File: src/rtl/servo_pkg.sv
// Shared constants and types for the three-servo PWM sequencer.
// Defaults assume a 50 MHz clock and a 20 ms frame.
package servo_pkg;

    localparam int DEF_FRAME_TICKS = 1000000;
    localparam int DEF_W_LEFT      = 50000;
    localparam int DEF_W_MID       = 75000;
    localparam int DEF_W_RIGHT     = 100000;
    localparam int DEF_HOLD_FRAMES = 50;
    localparam int DEF_GAP_FRAMES  = 50;

    typedef enum logic [1:0] {
        ST_IDLE,
        ST_ALIGN,
        ST_MOVE,
        ST_GAP
    } state_t;

    typedef enum logic [1:0] {
        COL_RED     = 2'd0,
        COL_GREEN   = 2'd1,
        COL_BLUE    = 2'd2,
        COL_INVALID = 2'd3
    } col_t;

    typedef enum logic [1:0] {
        SRV_NONE,
        SRV_DISP,
        SRV_COL,
        SRV_LIFT
    } srv_t;

    // Counter width: enough for the frame, never narrower than 20 bits.
    function automatic int cnt_width(input int ticks);
        int w;
        w = $clog2(ticks);
        return (w < 20) ? 20 : w;
    endfunction

endpackage

File: src/rtl/servo_frame_gen.sv
// Free-running PWM frame counter with wrap tick and width compare.
// The counter starts each frame at 0, so pulses begin on the wrap.
module servo_frame_gen
    import servo_pkg::*;
#(
    parameter int FRAME_TICKS = DEF_FRAME_TICKS,
    parameter int CW          = 20
) (
    input  logic          i_clk,
    input  logic          i_rst,
    input  logic [CW-1:0] i_width,
    output logic          o_tick,
    output logic          o_pulse
);

    logic [CW-1:0] r_cnt;
    logic          w_wrap;

    assign w_wrap = (r_cnt == CW'(FRAME_TICKS - 1));

    always_ff @(posedge i_clk) begin
        if (i_rst) begin
            r_cnt <= '0;
        end else if (w_wrap) begin
            r_cnt <= '0;
        end else begin
            r_cnt <= r_cnt + 1'b1;
        end
    end

    assign o_tick  = w_wrap;
    assign o_pulse = (r_cnt < i_width);

endmodule

File: src/rtl/servo_sequencer.sv
// Sequences dispenser, colour and lift servo moves, one at a time,
// each as a burst of frame-aligned PWM pulses followed by idle frames.
module servo_sequencer
    import servo_pkg::*;
#(
    parameter int FRAME_TICKS = DEF_FRAME_TICKS,
    parameter int W_LEFT      = DEF_W_LEFT,
    parameter int W_MID       = DEF_W_MID,
    parameter int W_RIGHT     = DEF_W_RIGHT,
    parameter int HOLD_FRAMES = DEF_HOLD_FRAMES,
    parameter int GAP_FRAMES  = DEF_GAP_FRAMES
) (
    input  logic       clk,
    input  logic       rst,
    input  logic       go,
    input  logic       col_req,
    input  logic [1:0] col_sel,
    input  logic       lift_req,
    output logic       pwm_disp,
    output logic       pwm_color,
    output logic       pwm_lift,
    output logic       busy,
    output logic       done,
    output logic       err
);

    localparam int CW = cnt_width(FRAME_TICKS);

    state_t        r_state, w_state_nxt;
    srv_t          r_srv;
    col_t          r_col;
    logic [15:0]   r_frames, w_frames_nxt;
    logic [CW-1:0] r_width, w_target;
    logic          r_prev_go, r_prev_col, r_prev_lift;
    logic          r_pend_go, r_pend_col, r_pend_lift;
    logic          r_dir, r_lift, r_err;
    logic          w_go_rise, w_col_rise, w_lift_rise;
    logic          w_col_ok, w_col_bad;
    logic          w_gnt_disp, w_gnt_col, w_gnt_lift, w_gnt;
    logic          w_done, w_tick, w_pulse, w_move;

    assign w_go_rise   = go & ~r_prev_go;
    assign w_col_rise  = col_req & ~r_prev_col;
    assign w_lift_rise = lift_req & ~r_prev_lift;
    assign w_col_bad   = w_col_rise & (col_t'(col_sel) == COL_INVALID);
    assign w_col_ok    = w_col_rise & ~w_col_bad;

    servo_frame_gen #(
        .FRAME_TICKS(FRAME_TICKS),
        .CW         (CW)
    ) u_frame (
        .i_clk  (clk),
        .i_rst  (rst),
        .i_width(r_width),
        .o_tick (w_tick),
        .o_pulse(w_pulse)
    );

    always_comb begin
        w_state_nxt  = r_state;
        w_frames_nxt = r_frames;
        w_gnt_disp   = 1'b0;
        w_gnt_col    = 1'b0;
        w_gnt_lift   = 1'b0;
        w_done       = 1'b0;
        case (r_state)
            ST_IDLE: begin
                if (r_pend_lift) begin
                    w_gnt_lift  = 1'b1;
                    w_state_nxt = ST_ALIGN;
                end else if (r_pend_col) begin
                    w_gnt_col   = 1'b1;
                    w_state_nxt = ST_ALIGN;
                end else if (r_pend_go) begin
                    w_gnt_disp  = 1'b1;
                    w_state_nxt = ST_ALIGN;
                end
            end
            ST_ALIGN: begin
                if (w_tick) begin
                    w_state_nxt  = ST_MOVE;
                    w_frames_nxt = '0;
                end
            end
            ST_MOVE: begin
                if (w_tick) begin
                    if (r_frames == 16'(HOLD_FRAMES - 1)) begin
                        w_state_nxt  = ST_GAP;
                        w_frames_nxt = '0;
                    end else begin
                        w_frames_nxt = r_frames + 16'd1;
                    end
                end
            end
            ST_GAP: begin
                if (w_tick) begin
                    if (r_frames == 16'(GAP_FRAMES - 1)) begin
                        w_state_nxt  = ST_IDLE;
                        w_frames_nxt = '0;
                        w_done       = 1'b1;
                    end else begin
                        w_frames_nxt = r_frames + 16'd1;
                    end
                end
            end
            default: w_state_nxt = ST_IDLE;
        endcase
    end

    assign w_gnt = w_gnt_disp | w_gnt_col | w_gnt_lift;

    // Lift and dispenser targets come from the position they move to.
    always_comb begin
        w_target = '0;
        if (w_gnt_lift) begin
            w_target = r_lift ? CW'(W_LEFT) : CW'(W_RIGHT);
        end else if (w_gnt_col) begin
            case (r_col)
                COL_GREEN: w_target = CW'(W_MID);
                COL_BLUE:  w_target = CW'(W_RIGHT);
                default:   w_target = CW'(W_LEFT);
            endcase
        end else if (w_gnt_disp) begin
            w_target = r_dir ? CW'(W_RIGHT) : CW'(W_LEFT);
        end
    end

    always_ff @(posedge clk) begin
        if (rst) begin
            r_state  <= ST_IDLE;
            r_frames <= '0;
        end else begin
            r_state  <= w_state_nxt;
            r_frames <= w_frames_nxt;
        end
    end

    always_ff @(posedge clk) begin
        if (rst) begin
            r_prev_go   <= 1'b0;
            r_prev_col  <= 1'b0;
            r_prev_lift <= 1'b0;
            r_pend_go   <= 1'b0;
            r_pend_col  <= 1'b0;
            r_pend_lift <= 1'b0;
            r_col       <= COL_RED;
            r_dir       <= 1'b0;
            r_lift      <= 1'b0;
            r_err       <= 1'b0;
            r_srv       <= SRV_NONE;
            r_width     <= '0;
        end else begin
            r_prev_go   <= go;
            r_prev_col  <= col_req;
            r_prev_lift <= lift_req;
            r_pend_go   <= (r_pend_go & ~w_gnt_disp) | w_go_rise;
            r_pend_col  <= (r_pend_col & ~w_gnt_col) | w_col_ok;
            r_pend_lift <= (r_pend_lift & ~w_gnt_lift) | w_lift_rise;
            r_err       <= w_col_bad;
            if (w_col_ok) begin
                r_col <= col_t'(col_sel);
            end
            if (w_gnt_disp) begin
                r_dir <= ~r_dir;
            end
            if (w_gnt_lift) begin
                r_lift <= ~r_lift;
            end
            if (w_gnt) begin
                r_width <= w_target;
                r_srv   <= w_gnt_lift ? SRV_LIFT :
                           w_gnt_col  ? SRV_COL  : SRV_DISP;
            end
        end
    end

    assign w_move    = (r_state == ST_MOVE) & w_pulse;
    assign pwm_disp  = w_move & (r_srv == SRV_DISP);
    assign pwm_color = w_move & (r_srv == SRV_COL);
    assign pwm_lift  = w_move & (r_srv == SRV_LIFT);
    assign busy      = (r_state != ST_IDLE) | r_pend_go |
                       r_pend_col | r_pend_lift;
    assign done      = w_done;
    assign err       = r_err;

endmodule

File: config.mk
export PLATFORM = sky130hd
export DESIGN_NAME = servo_sequencer
export DESIGN_NICKNAME = d
export VERILOG_FILES = /design/src/rtl/servo_pkg.sv /design/src/rtl/servo_frame_gen.sv /design/src/rtl/servo_sequencer.sv
export SDC_FILE = /design/constraint.sdc
export NUM_CORES = 1
export LEC_CHECK = 0
export ABC_CLOCK_PERIOD_IN_PS = 7400
export CELL_PAD_IN_SITES_DETAIL_PLACEMENT = 0
export CELL_PAD_IN_SITES_GLOBAL_PLACEMENT = 1
export CORE_AREA = 5 5 109 91
export CTS_BUF_LIST = sky130_fd_sc_hd__clkbuf_8
export DETAILED_ROUTE_END_ITERATION = 7
export DIE_AREA = 0 0 114 96
export PLACE_DENSITY = 0.58
export SYNTH_ARGS = -nofsm -noshare
export SYNTH_HDL_FRONTEND = slang
export SYNTH_SLANG_ARGS = --single-unit
File: constraint.sdc
create_clock -name clk -period 7.4 [get_ports clk]
set_input_delay 1.11 -clock clk [delete_from_list [all_inputs] [get_ports clk]]
set_output_delay 1.11 -clock clk [all_outputs]
set_load 0.01 [all_outputs]
* Word-level counts from Yosys, hierarchy flattened
Index checks and enable logic that the tools add are counted.
** Storage, ports and cells
- Logic and storage cells :: 105
- Latch bits :: 0
- Output and inout bits :: 6
- ROM bits :: 0
- Memories kept :: 0
- Register bits after elaboration :: 71
- RAM bits :: 0
** Operators by class
- Equality and inequality tests :: 18
- Multiplexer cells :: 33
- Reductions and logical operators :: 7
- Div/mod/pow operators :: 0
- Bitwise gates (word level) :: 29
- Magnitude comparators :: 1
- Multipliers :: 0
- Add/sub/neg operators :: 2
- Shift-type cells :: 0
** Operator list (number)
- 17-bit 2-to-1 mux :: 3
- 16-bit 2-to-1 mux :: 3
- 20-bit 2-to-1 mux :: 2
- 17-bit one-hot mux with 2 select lines :: 1
- 16-bit one-hot mux with 2 select lines :: 1
- 20-bit by 1-bit adder with 20-bit output (second input constant) :: 1
- 20-bit equality test (second input constant) :: 1
- 20-bit < comparator :: 1
- 2-bit 2-to-1 mux :: 10
- 16-bit by 1-bit adder with 16-bit output (second input constant) :: 1
- 16-bit by 6-bit equality test with 1-bit output (second input constant) :: 1
- 1-bit bitwise AND :: 12
- 2-bit equality test (second input constant) :: 6
- 1-bit 2-to-1 mux :: 12
- 1-bit inverter :: 9
- 2-bit by 1-bit inequality test with 1-bit output (second input constant) :: 4
- 1-bit bitwise OR :: 8
- 2-bit one-hot mux with 4 select lines :: 1
- 2-bit by 1-bit equality test with 1-bit output (second input constant) :: 3
- 6-bit AND reduction :: 1
- 2-bit inequality test (second input constant) :: 2
- 4-bit inequality test (second input constant) :: 1
- 2-bit nonzero test :: 2
- 2-bit OR reduction :: 2
- other kinds (2) :: 2

* Longest topological paths before layout
- Depth in word-level cells :: 7
- Depth in mapped cells :: 8

* Hierarchy
A second synthesis with hierarchy kept.
** Unflattened totals
- Cells, all modules :: 389
- Area, all modules :: 3195.6 um^2
** By module, submodules not included
- servo_sequencer :: times used 1, cells an instance 223, area an instance 1836.8 um^2
- servo_frame_gen :: times used 1, cells an instance 166, area an instance 1358.8 um^2

* Worst setup path after synthesis
No wires, ideal clock.
- Path type :: flip-flop to output port
- From :: register r_state[0]
- To :: output pwm_color
- Data required time :: 6.290 ns
- Buffers on the path :: 0
- Arrival time :: 1.876 ns
- Setup slack :: 4.414 ns
- Stages on the path, launching flop included :: 7
- Cell sequence :: dfxtp_1 > inv_1 > ha_1 > or4b_2 > a211oi_1 > o31ai_1 > nor3b_1
** Between the ends
- Word-level cells in the longest chain between the ends :: 3
** RTL lines
- from (decl) :: line servo_sequencer.sv:29 : state_t r_state, w_state_nxt;
- from (signal assigned) :: line servo_sequencer.sv:133 : r_state <= w_state_nxt;
- 2-bit equality test :: line servo_sequencer.sv:177 : assign w_move = (r_state == ST_MOVE) & w_pulse;
- 1-bit bitwise AND :: line servo_sequencer.sv:177
- 1-bit bitwise AND :: line servo_sequencer.sv:179 : assign pwm_color = w_move & (r_srv == SRV_COL);
- to (decl) :: line servo_sequencer.sv:20 : output logic pwm_color,
Every way passes these cells.

* Final worst setup path
- From :: register u_frame.r_cnt[9]
- To :: output pwm_color
** Between the ends
- Word-level cells in the longest chain between the ends :: 3
** RTL lines
- from (decl) :: line servo_frame_gen.sv:16 : logic [CW-1:0] r_cnt;
- from (signal assigned) :: line servo_frame_gen.sv:27 : r_cnt <= r_cnt + 1'b1;
- 20-bit < comparator :: line servo_frame_gen.sv:32 : assign o_pulse = (r_cnt < i_width);
- 1-bit bitwise AND :: line servo_sequencer.sv:177
- 1-bit bitwise AND :: line servo_sequencer.sv:179
Every way passes these cells.

==> flow_metrics.tcl <==
set metrics [dict create \
    status "finished, final reports clean" \
    synth_area_per_cell_um2 8.85 \
    post-route-period-util_pct 53.5 \
    maximum_number_of_pins_on_one_net_before_global_route_repair 25 \
    io_buffers 12 \
    worst_skew_pair.late_latency_ns 0.31 \
    setup_violations 0 \
    ios 13 \
    postSynthRegisterBits 56 \
    reg2reg_depth 6 \
    critical_path.cell_chain "ha_1 -> nand4b_1 -> nor2_1 -> a2111oi_0 -> o31a_1 -> o31ai_1 -> nor3b_1 -> clkdlybuf4s50_1" \
    max_freq_ghz 0.252 \
    clk_transition_reported_paths_ns 0.11 \
    timing.critical_path.to "pwm_color" \
    reg2reg_slack_ns 4.60 \
    die_x_um 114 \
    timing.critical_path.from "u_frame.r_cnt[9]$_SDFF_PP0_" \
    crit-reg2reg-launch "u_frame.r_cnt[6]$_SDFF_PP0_" \
    totalWireLength_mm 6.33 \
    fp.coreArea_um2 8730 \
    p_per_area_nw_per_um2 268 \
    drt-initial-drc-count 98 \
    global_route_total_overflow 0 \
    area_growth_pct 13.3 \
    worst_hold_path_type "reg -> reg" \
    synth_top_area_cells "sky130_fd_sc_hd__dfxtp_1, sky130_fd_sc_hd__ha_1, sky130_fd_sc_hd__nor2_1, sky130_fd_sc_hd__xnor2_1, sky130_fd_sc_hd__xor2_1" \
    min_period_ns 3.96 \
    dieHeight_um 96 \
    max_incr_delay_on_cp_ns 0.57 \
    route.detailed.drc 0 \
    tns_ns 0 \
    syn-num-nets 364 \
    synth_async_sr_flop_share_pct 0 \
    crit_family "compound AO/OA/AOI/OAI gates" \
    power.clock.fraction_pct 30.4 \
    clock_sinks 56 \
    synth.lib_cells_used.distinct 48 \
    netlist_instances 335 \
    combined_global_route_utilization_of_all_metal_layers_pct 12.3 \
    routed-via-count 2326 \
    critical_path.endpoint_type "output port" \
    mean_number_of_vias_per_cell 5.01 \
    largest_vdd_supply_drop_v 0.000113 \
    grt.met1_usage_pct 16.7 \
    drt_first_pass_iters 4 \
    grt_setup_unrepaired "no" \
    final-hold-violation-count 0 \
    worst_clock_skew_ns 0.00866 \
    place_congestion 0.743 \
    grt_use_met3_pct 2.45 \
    p_switching_mw 0.304 \
    critical_path_cell_count 8 \
    final_max_slew_viol_count 0 \
    filler_cell_count 908 \
    power.share.sequential_pct 38.6 \
    yosys.area.top_type_share_pct 37.8 \
    grt_pass1_vias 2234 \
    cts-resized-gates 0 \
    summed_area_of_non_filler_cells_in_the_final_layout_um2 3360 \
    worstReg2RegEnd "r_frames[1]$_SDFFE_PP0P_" \
    antenna_found_initial 0 \
    leakage_nw 1.19 \
    worstPathArrival_ns 2.85 \
    cts.htree.levels 2 \
    worst-path-buf-inv 1 \
    nets 377 \
    antenna_left 0 \
    switching_share_pct 33.7 \
    timing.setup.critical_path_class "reg -> out" \
    post_cts_buffers 0 \
    largest_buffer_count_on_any_clock_path 2 \
    post-route-util_pct 38.5 \
    grt_pass1_wl_mm 10.8 \
    seq_area_frac_synth_pct 37.8 \
    synth_edf_count 0 \
    max-slew-margin-rel_pct 39.3 \
    synth_ff_type "sky130_fd_sc_hd__dfxtp_1" \
    critPathRequiredTime_ns 6.29 \
    cap_violations 0 \
    synth.yosys.warnings 0 \
    fp.dieArea_um2 10900 \
    drive_gt1_share_pct 7.74 \
    place_hpwl_mm 4.59 \
    placed_area_um2 3200 \
    design_power_total_mw 0.900 \
    cts_tree "yes" \
    root_buffer "sky130_fd_sc_hd__clkbuf_8" \
    post_synth_instance_area_um2 2960 \
    holdBufCountCts 0 \
    worst-path-max-fanout 8 \
    placementRows 31 \
    floorplan.initialDensity_pct 34.0 \
    cts_inserted_buffers 5 \
    post-synth-top-area-cell "sky130_fd_sc_hd__dfxtp_1" \
    globalRouteMet2Util_pct 19.8 \
    grt.busiest_layer "met2" \
    routedWlPerCell_um 13.6 \
    critical-path-slowest-cell "sky130_fd_sc_hd__clkdlybuf4s50_1" \
    num_antenna_cells 0 \
    start_kind "register" \
    p_comb_share_pct 31.0 \
    cellInternalPower_mw 0.596 \
    max_slew.worst_pin.slew_ns 0.907 \
]
==> power by group through the flow <==
| stage | sequential [mW] | combinational, mW | clock [mW] |
|---|---|---|---|
| 6_report | 0.347 | 0.279 | 0.273 |
| 5_1_grt | 0.352 | 0.316 | 0.293 |
| 4_1_cts | 0.348 | 0.284 | 0.281 |
| 3_5_place_dp | 0.355 | 0.283 | 0 |
| 3_3_place_gp | 0.354 | 0.284 | 0 |
| 2_1_floorplan | 0.349 | 0.224 | 0 |
==> cell families (layout without fill, tap and decap cells) <==
kind of cell             Yosys count  in the layout  share of synthesized area [%]
AO/OA/AOI/OAI                     50             50                           11.0
XOR/XNOR                          29             29                           8.57
adder cells (fa/ha/maj)           22             22                           9.29
buffers and inverters             25             39                           3.67
flip-flops                        56             56                           37.8
multiplexers                       3              3                           1.01
AND/OR/NAND/NOR                  150            150                           28.6
==> Yosys cell counts, types with 2 or more instances <==
library cell / count
sky130_fd_sc_hd__xor2_1: 11
sky130_fd_sc_hd__nor3b_1: 2
sky130_fd_sc_hd__a21oi_1: 17
sky130_fd_sc_hd__nand4_1: 9
sky130_fd_sc_hd__inv_1: 17
sky130_fd_sc_hd__xnor2_1: 18
sky130_fd_sc_hd__o21ai_0: 9
sky130_fd_sc_hd__clkbuf_1: 6
sky130_fd_sc_hd__dfxtp_1: 56
sky130_fd_sc_hd__nor4_2: 5
sky130_fd_sc_hd__nor2b_1: 6
sky130_fd_sc_hd__a21o_1: 5
sky130_fd_sc_hd__nand2_1: 18
sky130_fd_sc_hd__mux2i_1: 3
sky130_fd_sc_hd__nor3_1: 8
sky130_fd_sc_hd__nor2_1: 47
sky130_fd_sc_hd__nand3b_1: 4
sky130_fd_sc_hd__buf_6: 2
sky130_fd_sc_hd__nor4_1: 4
sky130_fd_sc_hd__a211oi_1: 5
sky130_fd_sc_hd__nand3_1: 13
sky130_fd_sc_hd__nor4b_1: 6
sky130_fd_sc_hd__o31ai_1: 4
sky130_fd_sc_hd__or3_1: 2
sky130_fd_sc_hd__and3_1: 4
sky130_fd_sc_hd__nor2_2: 5
sky130_fd_sc_hd__and4_1: 4
sky130_fd_sc_hd__nand2b_1: 4
sky130_fd_sc_hd__ha_1: 22
==> worst min-delay path by stage <==
stage	startpoint	to	slack [ns]	cells past startpoint
after floorplan	r_prev_col$_SDFF_PP0_	err$_SDFF_PP0_	0.39	1
after global placement	r_prev_col$_SDFF_PP0_	err$_SDFF_PP0_	0.40	1
after detailed placement	r_prev_col$_SDFF_PP0_	err$_SDFF_PP0_	0.41	1
after CTS	r_prev_col$_SDFF_PP0_	err$_SDFF_PP0_	0.43	1
after global routing	r_prev_col$_SDFF_PP0_	err$_SDFF_PP0_	0.45	1
final	r_prev_col$_SDFF_PP0_	err$_SDFF_PP0_	0.42	1
==> layout make-up <==
cell class	instances	area, µm²	share of cell area (%)
Tap cell	115	144	4.29
Multi-Input combinational cell	254	1730	51.7
Sequential cell	56	1120	33.4
Clock inverter	3	90.1	2.68
Timing Repair Buffer	14	135	4.03
Clock buffer	5	68.8	2.05
Inverter	17	63.8	1.90
==> state kept, by name, summed over array words and instances (netlist names), 2 cells and up <==
name           count
u_frame.r_cnt     20
r_frames          16
r_state            2
r_col              2
r_width            5
r_srv              2
==> per-stage QoR <==
step                      setup slack [ns]  hold slack [ns]  instances
final                                 3.44            0.424        464
after global routing                  3.23            0.452        464
after CTS                             3.42            0.427        464
after detailed placement              3.78            0.411        456
after global placement                3.84            0.402        456
after floorplan                       4.41            0.389        335
==> cells in the final DEF, fill, tap and decap left out, drive strengths merged, types with 5 or more instances in the layout <==
cell	instances
a211oi	5
a21o	6
a21oi	17
clkbuf	5
clkdlybuf4s50	12
dfxtp	56
ha	22
inv	17
nand2	18
nand3	13
nand4	9
nor2	52
nor2b	6
nor3	8
nor4	10
nor4b	6
o21ai	9
xnor2	18
xor2	11
==> routing by layer <==
layer  routed length, µm  up-vias  share of wire [%]
met5                   0        -                  0
met4                  53        0               0.84
met3                 134        5                2.1
met2                2840       11                 45
met1                3300     1105                 52
li1                    -     1205                  -
No activity file was read; power rests on OpenSTA's default activity.
